$ cat config.mk
export PLATFORM = sky130hd
export DESIGN_NAME = act_lut_pipe_flat
export DESIGN_NICKNAME = d
export VERILOG_FILES = /design/src/rtl/act_lut_pipe_if.sv /design/src/rtl/act_lut_pipe.sv /design/src/flat_wrapper.sv
export SDC_FILE = /design/constraint.sdc
export NUM_CORES = 2
export LEC_CHECK = 0
export CAP_MARGIN = 15
export CORE_MARGIN = 2
export CORE_UTILIZATION = 45
export CTS_BUF_LIST = sky130_fd_sc_hd__clkbuf_16
export DETAILED_ROUTE_END_ITERATION = 8
export HOLD_SLACK_MARGIN = 0.08
export SLEW_MARGIN = 20
export SYNTH_ARGS = -nofsm -noshare
export SYNTH_HDL_FRONTEND = slang
export SYNTH_SLANG_ARGS = --single-unit
$ cat constraint.sdc
create_clock -name clk -period 6.44 [get_ports clk]
set_clock_uncertainty 0.1 [all_clocks]
set_input_delay 1.288 -clock clk [delete_from_list [all_inputs] [get_ports clk]]
set_output_delay 1.288 -clock clk [all_outputs]
set_load 0.03 [all_outputs]
$ cat src/rtl/act_lut_pipe_if.sv
// Sample stream and table-config bus for act_lut_pipe.
interface act_lut_pipe_if #(
  parameter int DW = 21,
  parameter int AW = 6
);
  logic                 in_valid;
  logic signed [DW-1:0] in;
  logic                 bypass;
  logic                 shift_overf;
  logic                 out_valid;
  logic signed [DW-1:0] out;
  logic                 cfg_we;
  logic                 cfg_sel;
  logic [AW-1:0]        cfg_addr;
  logic [DW-1:0]        cfg_wdata;
  logic                 cfg_err;

  modport master (
    output in_valid, in, bypass, shift_overf,
    output cfg_we, cfg_sel, cfg_addr, cfg_wdata,
    input  out_valid, out, cfg_err
  );

  modport slave (
    input  in_valid, in, bypass, shift_overf,
    input  cfg_we, cfg_sel, cfg_addr, cfg_wdata,
    output out_valid, out, cfg_err
  );
endinterface

$ cat src/rtl/act_lut_pipe.sv
// Piecewise-constant activation: pipelined binary search over thresholds.
// Optional saturating overflow counter: define ACT_LUT_OVF_CNT_EN.
module act_lut_pipe #(
  parameter int DW = 21,
  parameter int AW = 6
) (
  input  logic          clk,
  input  logic          reset,
  input  logic          en,
  act_lut_pipe_if.slave bus,
  output logic [15:0]   ovf_cnt
);
  localparam int DEPTH = 1 << AW;
  localparam logic signed [DW-1:0] THR_RST =
    {1'b0, {(DW-1){1'b1}}};

  logic signed [DW-1:0] thr [DEPTH];
  logic [DW-1:0]        val [DEPTH];

  logic [AW-1:0]        st_v;
  logic [AW-1:0]        st_z;
  logic signed [DW-1:0] st_d [AW];
  logic [AW-1:0]        st_i [AW];
  logic [AW-1:0]        nxt_i [AW];
  logic [AW-1:0]        cand;

  logic                 busy;
  logic                 cfg_ok;
  logic                 cfg_err_q;
  logic                 out_v_q;
  logic signed [DW-1:0] out_q;

  assign busy   = |st_v;
  assign cfg_ok = bus.cfg_we & ~busy;

  assign bus.out_valid = out_v_q;
  assign bus.out       = out_q;
  assign bus.cfg_err   = cfg_err_q;

  // Layer k resolves index bit AW-1-k; the last one feeds the value mux.
  always_comb begin
    cand = '0;
    for (int k = 0; k < AW; k++) begin
      cand     = st_i[k] | (AW'(1) << (AW - 1 - k));
      nxt_i[k] = (st_d[k] >= thr[cand]) ? cand : st_i[k];
    end
  end

  always_ff @(posedge clk or negedge reset) begin
    if (!reset) begin
      st_v    <= '0;
      st_z    <= '0;
      out_v_q <= 1'b0;
      out_q   <= '0;
      for (int k = 0; k < AW; k++) begin
        st_d[k] <= '0;
        st_i[k] <= '0;
      end
    end else if (en) begin
      st_v[0] <= bus.in_valid;
      st_z[0] <= bus.bypass | bus.shift_overf;
      st_d[0] <= bus.in;
      st_i[0] <= '0;
      for (int k = 1; k < AW; k++) begin
        st_v[k] <= st_v[k-1];
        st_z[k] <= st_z[k-1];
        st_d[k] <= st_d[k-1];
        st_i[k] <= nxt_i[k-1];
      end
      out_v_q <= st_v[AW-1];
      if (st_v[AW-1])
        out_q <= st_z[AW-1] ? '0 : val[nxt_i[AW-1]];
    end
  end

  // Table writes only land while the pipe is empty, so no lookup sees a torn table.
  always_ff @(posedge clk or negedge reset) begin
    if (!reset) begin
      cfg_err_q <= 1'b0;
      for (int j = 0; j < DEPTH; j++) begin
        thr[j] <= THR_RST;
        val[j] <= '0;
      end
    end else begin
      cfg_err_q <= bus.cfg_we & busy;
      if (cfg_ok) begin
        if (bus.cfg_sel)
          val[bus.cfg_addr] <= bus.cfg_wdata;
        else if (bus.cfg_addr != '0)
          thr[bus.cfg_addr] <= bus.cfg_wdata;
      end
    end
  end

`ifdef ACT_LUT_OVF_CNT_EN
  logic        acc;
  logic [15:0] ovf_q;

  assign acc     = en & bus.in_valid;
  assign ovf_cnt = ovf_q;

  always_ff @(posedge clk or negedge reset) begin
    if (!reset)
      ovf_q <= '0;
    else if (acc && bus.shift_overf && ovf_q != 16'hFFFF)
      ovf_q <= ovf_q + 16'd1;
  end
`else
  assign ovf_cnt = 16'd0;
`endif
endmodule

$ cat src/flat_wrapper.sv
// flat-port wrapper written by rule: the top's interface ports become plain ports
module act_lut_pipe_flat 
#(
  parameter int DW = 21,
  parameter int AW = 6
)
  (clk, reset, en, ovf_cnt, bus_in_valid, bus_in, bus_bypass, bus_shift_overf, bus_cfg_we, bus_cfg_sel, bus_cfg_addr, bus_cfg_wdata, bus_out_valid, bus_out, bus_cfg_err);
  act_lut_pipe_if #(.DW(DW), .AW(AW)) bus_i ();
  input  logic clk;
  input  logic reset;
  input  logic en;
  output logic [15:0] ovf_cnt;
  input wire logic [$bits(bus_i.in_valid)-1:0] bus_in_valid;
  input wire logic [$bits(bus_i.in)-1:0] bus_in;
  input wire logic [$bits(bus_i.bypass)-1:0] bus_bypass;
  input wire logic [$bits(bus_i.shift_overf)-1:0] bus_shift_overf;
  input wire logic [$bits(bus_i.cfg_we)-1:0] bus_cfg_we;
  input wire logic [$bits(bus_i.cfg_sel)-1:0] bus_cfg_sel;
  input wire logic [$bits(bus_i.cfg_addr)-1:0] bus_cfg_addr;
  input wire logic [$bits(bus_i.cfg_wdata)-1:0] bus_cfg_wdata;
  output wire logic [$bits(bus_i.out_valid)-1:0] bus_out_valid;
  output wire logic [$bits(bus_i.out)-1:0] bus_out;
  output wire logic [$bits(bus_i.cfg_err)-1:0] bus_cfg_err;
  assign bus_i.in_valid = bus_in_valid;
  assign bus_i.in = bus_in;
  assign bus_i.bypass = bus_bypass;
  assign bus_i.shift_overf = bus_shift_overf;
  assign bus_i.cfg_we = bus_cfg_we;
  assign bus_i.cfg_sel = bus_cfg_sel;
  assign bus_i.cfg_addr = bus_cfg_addr;
  assign bus_i.cfg_wdata = bus_cfg_wdata;
  assign bus_out_valid = bus_i.out_valid;
  assign bus_out = bus_i.out;
  assign bus_cfg_err = bus_i.cfg_err;
  act_lut_pipe #(.DW(DW), .AW(AW)) u_core (.clk(clk), .reset(reset), .en(en), .bus(bus_i), .ovf_cnt(ovf_cnt));
endmodule
Word level (Yosys, flattened, before mapping):

Index checks and enable logic that the tools add are counted.

* ROM bits: 0
* register bits after elaboration: 2879
* RAM bits: 0
* latch bits: 0
* output and inout port bits: 39
* word-level logic and storage cells: 205
* memories: 0

* reduce and logical (&&, ||, !) cells: 6
* magnitude comparators: 14
* multipliers: 0
* eq/ne operators: 0
* shift operators: 0
* $add $sub $neg: 0
* multiplexer cells: 29
* bitwise logic cells: 12
* divide/modulo/power cells: 0

Operator list (number)
* $bwmux W1344: 2
* $bmux W21 S6: 6
* $mux W21: 14
* $demux W21 S6: 1
* $ge A21 B21 Y1: 6
* $ge A7 B7 Y1 const B: 7
* $not A6 Y7: 7
* $lt A7 B1 Y1 const B: 1
* $mux W6: 1
* $reduce_bool A6 Y1: 1
* $reduce_or A6 Y1: 1
* $mux W5: 1
* $mux W4: 1
* $reduce_and A2 Y1: 2
* $mux W3: 1
* $reduce_and A3 Y1: 1
* $and A1 B1 Y1: 2
* $mux W2: 1
* $not A1 Y1: 2
* $logic_and A1 B1 Y1: 1
* $mux W1: 1
* $or A1 B1 Y1: 1

Longest topological paths before layout:

* depth after elaboration: 11
* gate-level depth with buffers: 23

Worst setup path after synthesis:

OpenSTA, ideal clock, no wires.

* path kind: reg2reg
* from: reg u_core.st_i, in the netlist u_core.cand[1]
* to: reg u_core.out_q[19] (netlist: u_core.bus.out[19])
* data required time: 6.214 ns
* setup time: 0.126 ns
* data arrival time: 5.119 ns
* path buffers: 6
* setup slack: 1.095 ns
* stages on the path, launching flop included: 20
* path through: dfrtp_1 -> clkbuf_1 -> clkbuf_1 -> buf_1 -> mux4_2 -> mux4_2 -> mux2i_1 -> ha_1 -> buf_6 -> nand4_4 -> nor2_2 -> a211oi_2 -> nor2_8 -> nand2_8 -> buf_12 -> buf_12 -> mux4_1 -> a221oi_2 -> a211oi_1 -> a221o_1

* word-level cells in the longest chain between the ends: 11

RTL lines
* from (decl): line act_lut_pipe.sv:23 `logic [AW-1:0] st_i [AW];`
* from (signal, indexed assignment): line act_lut_pipe.sv:68 `st_i[k] <= nxt_i[k-1];`
* $not A6 Y7 (not written as such): line act_lut_pipe.sv:45 `nxt_i[k] = (st_d[k] >= thr[cand]) ? cand : st_i[k];`
* $bmux W21 S6: line act_lut_pipe.sv:45
* $mux W21 (not written as such) (2 in series): line act_lut_pipe.sv:45
* $ge A21 B21 Y1: line act_lut_pipe.sv:45
* $mux W1: line act_lut_pipe.sv:45
* $not A6 Y7 (not written as such) (*): line act_lut_pipe.sv:72 `out_q <= st_z[AW-1] ? '0 : val[nxt_i[AW-1]];`
* $bmux W21 S6 (*): line act_lut_pipe.sv:72
* $mux W21 (not written as such) (*) (2 in series): line act_lut_pipe.sv:72
* $mux W21 (*): line act_lut_pipe.sv:72
* to (signal assigned): line act_lut_pipe.sv:72
* to (decl): line act_lut_pipe.sv:31 `logic signed [DW-1:0] out_q;`

Every way passes the cells marked *; elsewhere a longest branch is shown, timed or not. The select of a mux whose other input is x is not followed.
A chain may end at the register's enable or synchronous reset.

Worst setup path in the final report:

* from: reg u_core.st_i, in the netlist u_core.cand[1]
* to: reg u_core.out_q[4] (netlist: u_core.bus.out[4])

Same word-level chain as after synthesis.

==> impl_metrics.tcl <==
set metrics [dict create \
    outcome "finished, final reports clean" \
    synth_top_family_by_area "multiplexers" \
    setup_viol_count_final 0 \
    slew-limit-headroom_pct 22.2 \
    synth.cell_area_um2 132000 \
    worst_path_most_repeated_cell "buf_16" \
    synth_seq_cells 2843 \
    synth-simple-area-share_pct 3.83 \
    cts_tree "done" \
    drive_gt1_share_pct 59.3 \
    synth_area_leaders "dfrtp_1 30%, dfstp_2 25%, mux2_2 24%, mux4_2 8.3%, clkbuf_1 1.9%" \
    grt_pass1_wl_mm 564 \
    firstDrtPassIters 5 \
    dieHeight_um 545 \
    hpwl_mm 229 \
    pin_count 95 \
    initial_core_util_pct 45.2 \
    post-route-util_pct 50.8 \
    p_sw_share_pct 30.6 \
    globalplace.congestion 0.859 \
    peakVddDrop_v 0.000240 \
    syn-instance-count 9045 \
    grt.met3_usage_pct 4.07 \
    max_slew.worst_pin.slew_ns 1.16 \
    critPathMaxFanout 30 \
    dp_cells 12528 \
    cts_max_level 5 \
    yosysSeqAreaShare_pct 55.3 \
    worstSetupPathType "flip-flop to flip-flop" \
    core-area_um2 291000 \
    drcViolationCount 0 \
    ant_nets 0 \
    port_buffers 78 \
    synthFlopType "dfrtp_1" \
    fin_crit_sh_pct 98.5 \
    path_buf_inv 6 \
    grt_use_met2_pct 39.8 \
    grt_overflow 0 \
    fin_total_pwr_uw 45900 \
    power_leakage_uw 0.0660 \
    clk_latency_ns 0.94 \
    busiest_layer "met2" \
    p_seq_share_pct 42.0 \
    p_int_uw 31900 \
    slowest_delay_ns 0.61 \
    maxCapViolCount 0 \
    async_flop_share_pct 100 \
    dieArea_um2 297000 \
    avgViaCountPerCell 5.99 \
    cts-root-buf "clkbuf_16" \
    layout.cells.non_filler 13148 \
    hold_ws_ns 0.287 \
    layout.nets 9169 \
    pwr-share-comb_pct 20.1 \
    arrival_ns 7.06 \
    hp-class "input port to asynchronous set/reset pin" \
    place_ws_ns -0.260 \
    num_rows 198 \
    net-switching-power_uw 14100 \
    post_synth_num_cell_types 75 \
    grt_max_degree 180 \
    cpLargestDelayFamily "compound AO/OA/AOI/OAI gates" \
    netlist.area_leader.share_pct 30.1 \
    hold_viol_final 0 \
    synth_xor_area_share_pct 0 \
    slew_viol_final 0 \
    synth_area_leader_cell "dfrtp_1" \
    clkSinkCount 2843 \
    grt_pass1_vias 81803 \
    crit_path_end_kind "flip-flop" \
    cp_cell_sequence "buf_16 -> buf_12 -> mux4_2 -> mux4_2 -> mux2i_1 -> ha_1 -> a21oi_1 -> o21ai_1 -> a221oi_4 -> buf_4 -> a21bo_4 -> nand2_8 -> buf_16 -> buf_12 -> buf_16 -> nand2_1 -> a32oi_1 -> nand4_1 -> a211o_1 -> o311ai_1" \
    synth_edf_count 0 \
    syn2layout_area_growth_pct 12.3 \
    max_freq_ghz 0.158 \
    synth_compound_area_share_pct 2.69 \
    min_period_ns 6.34 \
    clk_pin_slew_ns 0.06 \
    clockBufferDepth 4 \
    die_x_um 545 \
    use_met1_pct 37.1 \
    drt-wirelength-per-cell_um 29.1 \
    critical-path-slowest-cell "nand4_1" \
    antenna_found_initial 19 \
    syn_area_per_cell_um2 14.5 \
    drt_iter0_markers 6960 \
    dr_total_vias 78714 \
    cts_inserted_buffers 315 \
    ys_warn_count 0 \
    required_ns 7.16 \
    clkPwrFrac_pct 37.9 \
    synthAdderAreaFrac_pct 1.20 \
    p_per_area_nw_per_um2 311 \
    synthMuxAreaShare_pct 33.8 \
    rsz0062_at_grt "no" \
    critPathLaunchType "flip-flop" \
    setup_ws_ns 0.0959 \
    drt-total-wl_mm 383 \
    grt_usage_pct 25.6 \
]
[power by group through the flow]
stage	sequential [µW]	clock, µW	combinational [µW]
2_1_floorplan	19100	0	5380
6_report	19300	17400	9240
5_1_grt	19300	18500	9730
3_5_place_dp	19600	0	8580
4_1_cts	19300	17800	8770
3_3_place_gp	19600	0	8520
[worst register-to-register path, delay by kind of cell (launching register included)]
kind	cells	cell delay, ns
adders and majority gates	1	0.17
buffers and inverters	6	1.30
AOI/OAI and AO/OA	7	2.06
muxes	3	1.25
DFF	1	0.50
and+or+nand+nor	3	0.88
[what timing repair did]
item,4_1_cts,5_1_grt
hold endpoints to repair,0,0
pin swaps,8,14
cloned,3,6
buffers inserted,1,31
resized for setup,11,17
setup endpoints to repair,12,12
hold buffers,0,0
[layout by cell type, fill, tap and decap left out, drive strengths merged, types with 17 or more instances in the layout]
cell	instances
inv	207
and3	57
a21o	22
o22ai	24
nor2b	17
o21ai	81
bufinv	20
clkbuf	332
clkdlybuf4s50	55
buf	401
mux2i	208
dfstp	1260
nor4	26
a22oi	62
a221oi	31
a32oi	56
o21a	20
a31oi	45
a21oi	70
ha	126
nand2	632
nand4	70
dfrtp	1583
nand3	131
mux4	493
mux2	2776
nor2	140
clkinv	125
a22o	18
[registers in the layout, indices dropped and copies added (netlist names)]
register,flops
u_core.bus.out_valid,1
u_core.st_z,6
u_core.st_d,126
u_core.st_i,10
u_core.bus.out,21
u_core.st_v,6
u_core.bus.cfg_err,1
u_core.thr,1323
u_core.val,1344
u_core.cand,5
[cell usage after synthesis, drive strengths merged (8+ instances only)]
cell type and count:
a211o 16, a211oi 8, a21o 22, a21oi 70, a221oi 31, a22o 18, a22oi 62, a31oi 45
a32oi 56, and3 57, buf 182, clkbuf 675, dfrtp 1583, dfstp 1260, ha 126, inv 117
mux2 2776, mux2i 208, mux4 493, nand2 632, nand3 131, nand4 70, nor2 140, nor2b 17
nor3 14, nor4 26, o21a 20, o21ai 81, o22ai 24, o311ai 16
[per-stage QoR]
stage	TNS, ns	area (µm²)
6_report	0	148000
5_1_grt	0	148000
4_1_cts	-0.0408	147000
3_5_place_dp	-1.54	137000
3_3_place_gp	-1.06	137000
2_1_floorplan	0	132000
[kinds of logic after synthesis]
kind of cell	count (synthesis)
muxes	3477
DFF	2843
and+or+nand+nor	1126
buffers and inverters	974
AOI/OAI and AO/OA	498
adders and majority gates	126
other	1
[per-layer routing]
| metal | share of wire [%] | up-vias |
|---|---|---|
| li1 | - | 32838 |
| met1 | 45 | 42938 |
| met2 | 46 | 2354 |
| met3 | 5.9 | 580 |
| met4 | 2.9 | 4 |
| met5 | 0.0068 | - |
[final timing paths]
check	start	to	slack, ns	depth (start not counted)
max	u_core.cand[1]	u_core.bus.out[4]	0.1	20
min	reset	u_core.st_d[98]	0.29	1
max reg2reg	u_core.cand[1]	u_core.bus.out[4]	0.1	20
min reg2reg	u_core.st_z[2]	u_core.st_z[2]	0.40	1
max in group asynchronous	reset	u_core.thr[473]	4.01	3
min in group clk	u_core.st_z[2]	u_core.st_z[2]	0.40	1
[final cells by class]
class                   count  area, µm²
diodes                     13       32.5
clock buffers             324       8110
clock inverters           241       1710
fillers                 24353     143000
inverters                 117        439
multi-input cells        5243      55200
flip-flops and latches   2843      72700
well taps                3900       4880
repair buffers            467       4600
Note: power is estimated with default switching activity, not from simulation.
